<file path="config.mk">
export PLATFORM = sky130hd
export DESIGN_NAME = bulls_cows_engine
export DESIGN_NICKNAME = d
export VERILOG_FILES = /design/src/rtl/bulls_cows_engine.sv
export SDC_FILE = /design/constraint.sdc
export NUM_CORES = 1
export LEC_CHECK = 0
export CORE_MARGIN = 1
export CORE_UTILIZATION = 60
export DETAILED_ROUTE_END_ITERATION = 8
export PLACE_DENSITY = 0.85
export SETUP_SLACK_MARGIN = 0.5
export SYNTH_ARGS = -nofsm -noshare
export SYNTH_HDL_FRONTEND = slang
export SYNTH_SLANG_ARGS = --single-unit
</file>
<file path="constraint.sdc">
create_clock -name clock -period 11.8 [get_ports clock]
set_input_delay 3.54 -clock clock [delete_from_list [all_inputs] [get_ports clock]]
set_output_delay 3.54 -clock clock [all_outputs]
set_load 0.02 [all_outputs]
</file>
<file path="src/rtl/bulls_cows_engine.sv">
// Bulls & cows game engine for N_PLAYERS players taking turns against each
// other's secrets. A raw push button is synchronised and edge-detected; each
// press advances the game FSM (SETUP -> GUESS <-> SHOW -> WIN -> SETUP).
//
// Ports:
//   clock   - rising-edge clock
//   reset   - asynchronous, active-high reset
//   guess   - N_DIGITS digits, digit i = guess[i*DIGIT_W +: DIGIT_W]
//   confirm - raw push button (unsynchronised)
//   state   - 0 SETUP, 1 GUESS, 2 SHOW, 3 WIN
//   player  - active player index
//   bulls   - bulls count of last accepted guess
//   cows    - cows count of last accepted guess
//   reject  - one-cycle pulse when an entry is refused
//   tries   - accepted guesses this round (saturating)
//   scores  - per-player score, player p = scores[p*SCORE_W +: SCORE_W]
module bulls_cows_engine #(
  parameter int unsigned N_DIGITS  = 4,
  parameter int unsigned DIGIT_W   = 4,
  parameter int unsigned DIGIT_MAX = 9,
  parameter int unsigned N_PLAYERS = 2,
  parameter int unsigned SCORE_W   = 8,
  localparam int unsigned PW = ($clog2(N_PLAYERS) > 1) ? $clog2(N_PLAYERS) : 1,
  localparam int unsigned CW = $clog2(N_DIGITS + 1),
  localparam int unsigned GW = N_DIGITS * DIGIT_W,
  localparam int unsigned TW = 8
) (
  input  logic                         clock,
  input  logic                         reset,
  input  logic [GW-1:0]                guess,
  input  logic                         confirm,
  output logic [1:0]                   state,
  output logic [PW-1:0]                player,
  output logic [CW-1:0]                bulls,
  output logic [CW-1:0]                cows,
  output logic                         reject,
  output logic [TW-1:0]                tries,
  output logic [N_PLAYERS*SCORE_W-1:0] scores
);

  typedef enum logic [1:0] {
    ST_SETUP = 2'd0,
    ST_GUESS = 2'd1,
    ST_SHOW  = 2'd2,
    ST_WIN   = 2'd3
  } state_e;

  state_e                       state_q, state_d;
  logic [PW-1:0]                player_q, player_d;
  logic [CW-1:0]                bulls_q, bulls_d;
  logic [CW-1:0]                cows_q, cows_d;
  logic                         reject_q, reject_d;
  logic [TW-1:0]                tries_q, tries_d;
  logic [N_PLAYERS*SCORE_W-1:0] scores_q, scores_d;
  logic [GW-1:0]                secret_q [N_PLAYERS];
  logic [GW-1:0]                secret_d [N_PLAYERS];

  logic                         s1_q, s2_q, s3_q;
  logic                         event_c;
  logic                         valid_c;
  logic                         hit_c;
  logic [PW-1:0]                player_nxt_c;
  logic [GW-1:0]                target_c;
  logic [CW-1:0]                bulls_c, cows_c;
  logic [SCORE_W-1:0]           cur_score_c;

  // Button synchroniser; flops reset high so a press held through reset is ignored
  always_ff @(posedge clock or posedge reset) begin
    if (reset) begin
      s1_q <= 1'b1;
      s2_q <= 1'b1;
      s3_q <= 1'b1;
    end else begin
      s1_q <= confirm;
      s2_q <= s1_q;
      s3_q <= s2_q;
    end
  end

  assign event_c = s2_q & ~s3_q;

  // Entry validity: every digit in range and all digits distinct
  always_comb begin
    valid_c = 1'b1;
    for (int i = 0; i < int'(N_DIGITS); i++) begin
      if (guess[i*DIGIT_W +: DIGIT_W] > DIGIT_W'(DIGIT_MAX)) valid_c = 1'b0;
      for (int j = i + 1; j < int'(N_DIGITS); j++) begin
        if (guess[i*DIGIT_W +: DIGIT_W] == guess[j*DIGIT_W +: DIGIT_W]) valid_c = 1'b0;
      end
    end
  end

  // The guesser attacks the next player's secret, wrapping around
  assign player_nxt_c = (player_q == PW'(N_PLAYERS - 1)) ? '0 : player_q + PW'(1);
  assign target_c     = secret_q[player_nxt_c];

  // Score of the current guess against the target secret
  always_comb begin
    bulls_c = '0;
    cows_c  = '0;
    hit_c   = 1'b0;
    for (int i = 0; i < int'(N_DIGITS); i++) begin
      hit_c = 1'b0;
      if (guess[i*DIGIT_W +: DIGIT_W] == target_c[i*DIGIT_W +: DIGIT_W]) begin
        bulls_c = bulls_c + CW'(1);
      end else begin
        for (int j = 0; j < int'(N_DIGITS); j++) begin
          if (j != i && guess[i*DIGIT_W +: DIGIT_W] == target_c[j*DIGIT_W +: DIGIT_W]) begin
            hit_c = 1'b1;
          end
        end
        if (hit_c) cows_c = cows_c + CW'(1);
      end
    end
  end

  assign cur_score_c = scores_q[player_q*SCORE_W +: SCORE_W];

  // Game FSM next-state and register updates
  always_comb begin
    state_d  = state_q;
    player_d = player_q;
    bulls_d  = bulls_q;
    cows_d   = cows_q;
    reject_d = 1'b0;
    tries_d  = tries_q;
    scores_d = scores_q;
    secret_d = secret_q;
    if (event_c) begin
      case (state_q)
        ST_SETUP: begin
          if (!valid_c) begin
            reject_d = 1'b1;
          end else begin
            secret_d[player_q] = guess;
            player_d           = player_nxt_c;
            if (player_q == PW'(N_PLAYERS - 1)) state_d = ST_GUESS;
          end
        end
        ST_GUESS: begin
          if (!valid_c) begin
            reject_d = 1'b1;
          end else begin
            bulls_d = bulls_c;
            cows_d  = cows_c;
            if (tries_q != {TW{1'b1}}) tries_d = tries_q + TW'(1);
            if (bulls_c == CW'(N_DIGITS)) begin
              state_d = ST_WIN;
              if (cur_score_c != {SCORE_W{1'b1}}) begin
                scores_d[player_q*SCORE_W +: SCORE_W] = cur_score_c + SCORE_W'(1);
              end
            end else begin
              state_d = ST_SHOW;
            end
          end
        end
        ST_SHOW: begin
          player_d = player_nxt_c;
          state_d  = ST_GUESS;
        end
        ST_WIN: begin
          state_d  = ST_SETUP;
          player_d = '0;
          bulls_d  = '0;
          cows_d   = '0;
          tries_d  = '0;
          for (int p = 0; p < int'(N_PLAYERS); p++) secret_d[p] = '0;
        end
        default: state_d = ST_SETUP;
      endcase
    end
  end

  // State register
  always_ff @(posedge clock or posedge reset) begin
    if (reset) begin
      state_q  <= ST_SETUP;
      player_q <= '0;
      bulls_q  <= '0;
      cows_q   <= '0;
      reject_q <= 1'b0;
      tries_q  <= '0;
      scores_q <= '0;
      for (int p = 0; p < int'(N_PLAYERS); p++) secret_q[p] <= '0;
    end else begin
      state_q  <= state_d;
      player_q <= player_d;
      bulls_q  <= bulls_d;
      cows_q   <= cows_d;
      reject_q <= reject_d;
      tries_q  <= tries_d;
      scores_q <= scores_d;
      for (int p = 0; p < int'(N_PLAYERS); p++) secret_q[p] <= secret_d[p];
    end
  end

  assign state  = state_q;
  assign player = player_q;
  assign bulls  = bulls_q;
  assign cows   = cows_q;
  assign reject = reject_q;
  assign tries  = tries_q;
  assign scores = scores_q;

endmodule
</file>
==> metrics.txt <==
status finished clean; Critical Path RT 12.03 ns; Buffers on Ports 52; synthesized flop and latch total 69; clk_lat worst skew 0.36 ns; crit-path max FO 8; CTS tree yes; WL final 10970 µm; H-tree Lvls 3; vias in the first global route 3669; Peak VDD IR 0.1380 mV; Netlist Area Pre-Place 0.004801 mm²; diodes inserted 0; unrepaired setup endpoints after global routing false; share of cells above drive strength 1 11.94%; number of buffers created by CTS 9; Mapped Cells 469; register area share after synthesis 36.04%; worst hold slack 0.3577 ns; Tcrit/Tclk final 62.42%; Multi-input gate area 0.002825 mm²; Net Count, Synth 496; crit end category flip-flop; initial antenna violation count 0; Setup Total Neg Slack 0 ns; Layout area overhead 15.32%; Startpoint Class input port; WL per Instance 17.89 µm; Synth top area share 34.40%; DIE AREA 0.008363 mm²; Syn Area/Cell 10.24 µm²; gr ovfl total 0; kind of critical path input port to flip-flop; dpl ws 4.144 ns; slowest stage cell, crit path nor4_4; Area contributors post-synth dfrtp_1 34%, xnor2_1 14%, mux2i_1 9.4%; CP arrival 7.60 ns; Netlist cell types 50; die height 91.45 µm; Tightest Pin Transition 1.087 ns; CORE AREA 0.007727 mm²; final setup margin 4.434 ns; max capacitance violation total 0; crit path cell chain clkdlybuf4s50_1, xnor2_1, nor4_1, inv_1, ha_1, xor2_1, ha_1, o311a_1, nor4_4, mux2_4; Reg2Reg Setup Slack 6.68 ns; Final Slew Violations 0; Fillers 546; Max Clock Freq 135.8 MHz; most used cell, CP ha_1; Ys Warns 0; Final Hold Vio Count 0; hpwl dp 7803 µm; clock root cell clkbuf_8; final setup violation count 0; vias 3625; Leak 2.476 nW; GPL Wtd Cong 0.8958; Setup Skew 0.01412 ns; largest net degree at the start of global routing 70; Starting Density 62.13%; CTS max path bufs 2; aggregate global-route resource usage 27.88%; post-route DRC violation count 0; Layout Nets 533; area leader, netlist dfrtp_1; DIE WIDTH 91.45 µm; I/O Pins 53; antenna viol nets, final 0; First-pass DRT Iterations 5; Worst slew margin 27.54%; Pwr Density 219.6 mW/mm²; CTS Hold Bufs 0; Sequential Area 0.001732 mm²; EDFF count, synth 0; Post-CTS Setup Bufs 0; Top delay family on crit path simple AND/OR/NAND/NOR gates; CTS resizes 0; final core occ 71.65%; Period minus WS final 7.366 ns; Vias/cell 5.914; first-pass GRT wire length 18020 µm; Reg clk slew, reported paths 0.07 ns; Worst path max stage delay 0.77 ns; HP Class flip-flop to flip-flop; CTS Sinks 69; fraction of registers with async set/reset 100.0%; row cnt 32; top_reg_cell synth dfrtp_1; DRT iter0 DRCs 172; CP bufs+invs 2
cell usage in the layout (no fill, tap or decap), types with 2 or more instances in the layout:
cell	netlist	routed
o21ai_0	7	7
dfstp_2	3	3
nand3_1	8	8
or2_2	2	2
nand4_1	11	11
inv_6	0	2
a21oi_1	12	12
clkbuf_8	0	10
a31oi_1	2	2
inv_1	27	26
and2_1	2	2
mux2_2	4	4
a32o_1	2	2
mux2i_1	45	45
xnor2_1	75	75
nor4_1	14	14
clkinvlp_4	0	3
nor3_1	4	4
xor2_1	31	31
nor3b_1	2	2
o2bb2ai_1	5	5
buf_4	1	3
o31ai_1	2	2
nor2b_1	8	8
mux2i_2	4	4
nor4_4	3	3
a31o_2	3	3
ha_1	8	8
mux2_4	14	14
dfrtp_1	66	65
nor2_1	14	14
a32oi_1	2	2
clkdlybuf4s50_1	0	52
nand2_1	41	41
mux2i_4	4	4
path summary, 6_finish.rpt:
check / from / endpoint / depth (start not counted)
worst min register to register: s1_q / s2_q / 0
min in group asynchronous: reset / secret_q[29] / 3
max in group asynchronous: reset / player / 3
worst max register to register: player / scores[4] / 11
worst max-delay path: guess[3] / scores[4] / 10
worst min-delay path: s1_q / s2_q / 0
registers in the layout (all words and copies together), names as in the netlist:
| register | count |
|---|---|
| s1_q | 1 |
| secret_q | 32 |
| cows | 3 |
| s2_q | 1 |
| reject | 1 |
| player | 1 |
| s3_q | 1 |
| tries | 8 |
| scores | 16 |
| bulls | 3 |
| state | 2 |
layout make-up:
class                      instances  area share [%]
clock inverter                     6           1.266
inverter                          27           1.831
multi-input combinational        344           51.03
tap                              102           2.305
timing repair buffer              55           9.808
sequential                        69           31.28
clock buffer                      10           2.486
report_power, final:
group          internal (mW)  switching (mW)
sequential             0.304          0.0495
clock                  0.105          0.0971
combinational          0.297           0.364
total                  0.706           0.510
cell usage after synthesis (all sizes together), types with 2 or more instances:
master,instances
mux2,18
ha,8
clkbuf,20
nand3,8
nand4,12
dfrtp,66
xor2,31
dfstp,3
nor2,14
and2,2
inv,27
a32oi,2
a21oi,12
o31ai,2
o21ai,7
nor3b,2
mux2i,53
xnor2,75
nor4,18
a32o,2
o2bb2ai,5
nand2,41
nor2b,8
or2,2
buf,9
nor3,4
a31o,3
a31oi,2
layer usage:
layer	up-vias	part of all wire, %	wire length [µm]	global-route usage (%)
met5	-	0	0	0
met4	0	2.6	281	10.45
met3	30	4.3	472	5.276
met2	140	50	5435	47.81
met1	1774	44	4775	34.78
li1	1681	-	-	-
cells by family (layout without fill, tap and decap cells):
| kind of cell | after synthesis | count (layout) | share of synthesized area [%] |
|---|---|---|---|
| flip-flops | 69 | 69 | 36.04 |
| multiplexers | 71 | 71 | 17.72 |
| XOR/XNOR | 106 | 106 | 19.34 |
| AND/OR/NAND/NOR | 115 | 115 | 13.16 |
| adder cells (fa/ha/maj) | 8 | 8 | 2.085 |
| buffers and inverters | 56 | 98 | 5.108 |
| AO/OA/AOI/OAI | 44 | 44 | 6.542 |
stage by stage:
stage	power [mW]	std cells	instance area (µm²)
2_1_floorplan	0.8786	469	4801
3_3_place_gp	0.9778	597	5329
3_5_place_dp	1.011	597	5329
4_1_cts	1.216	613	5537
5_1_grt	1.285	613	5537
6_report	1.216	613	5537
(Power assumes the default switching activity.)
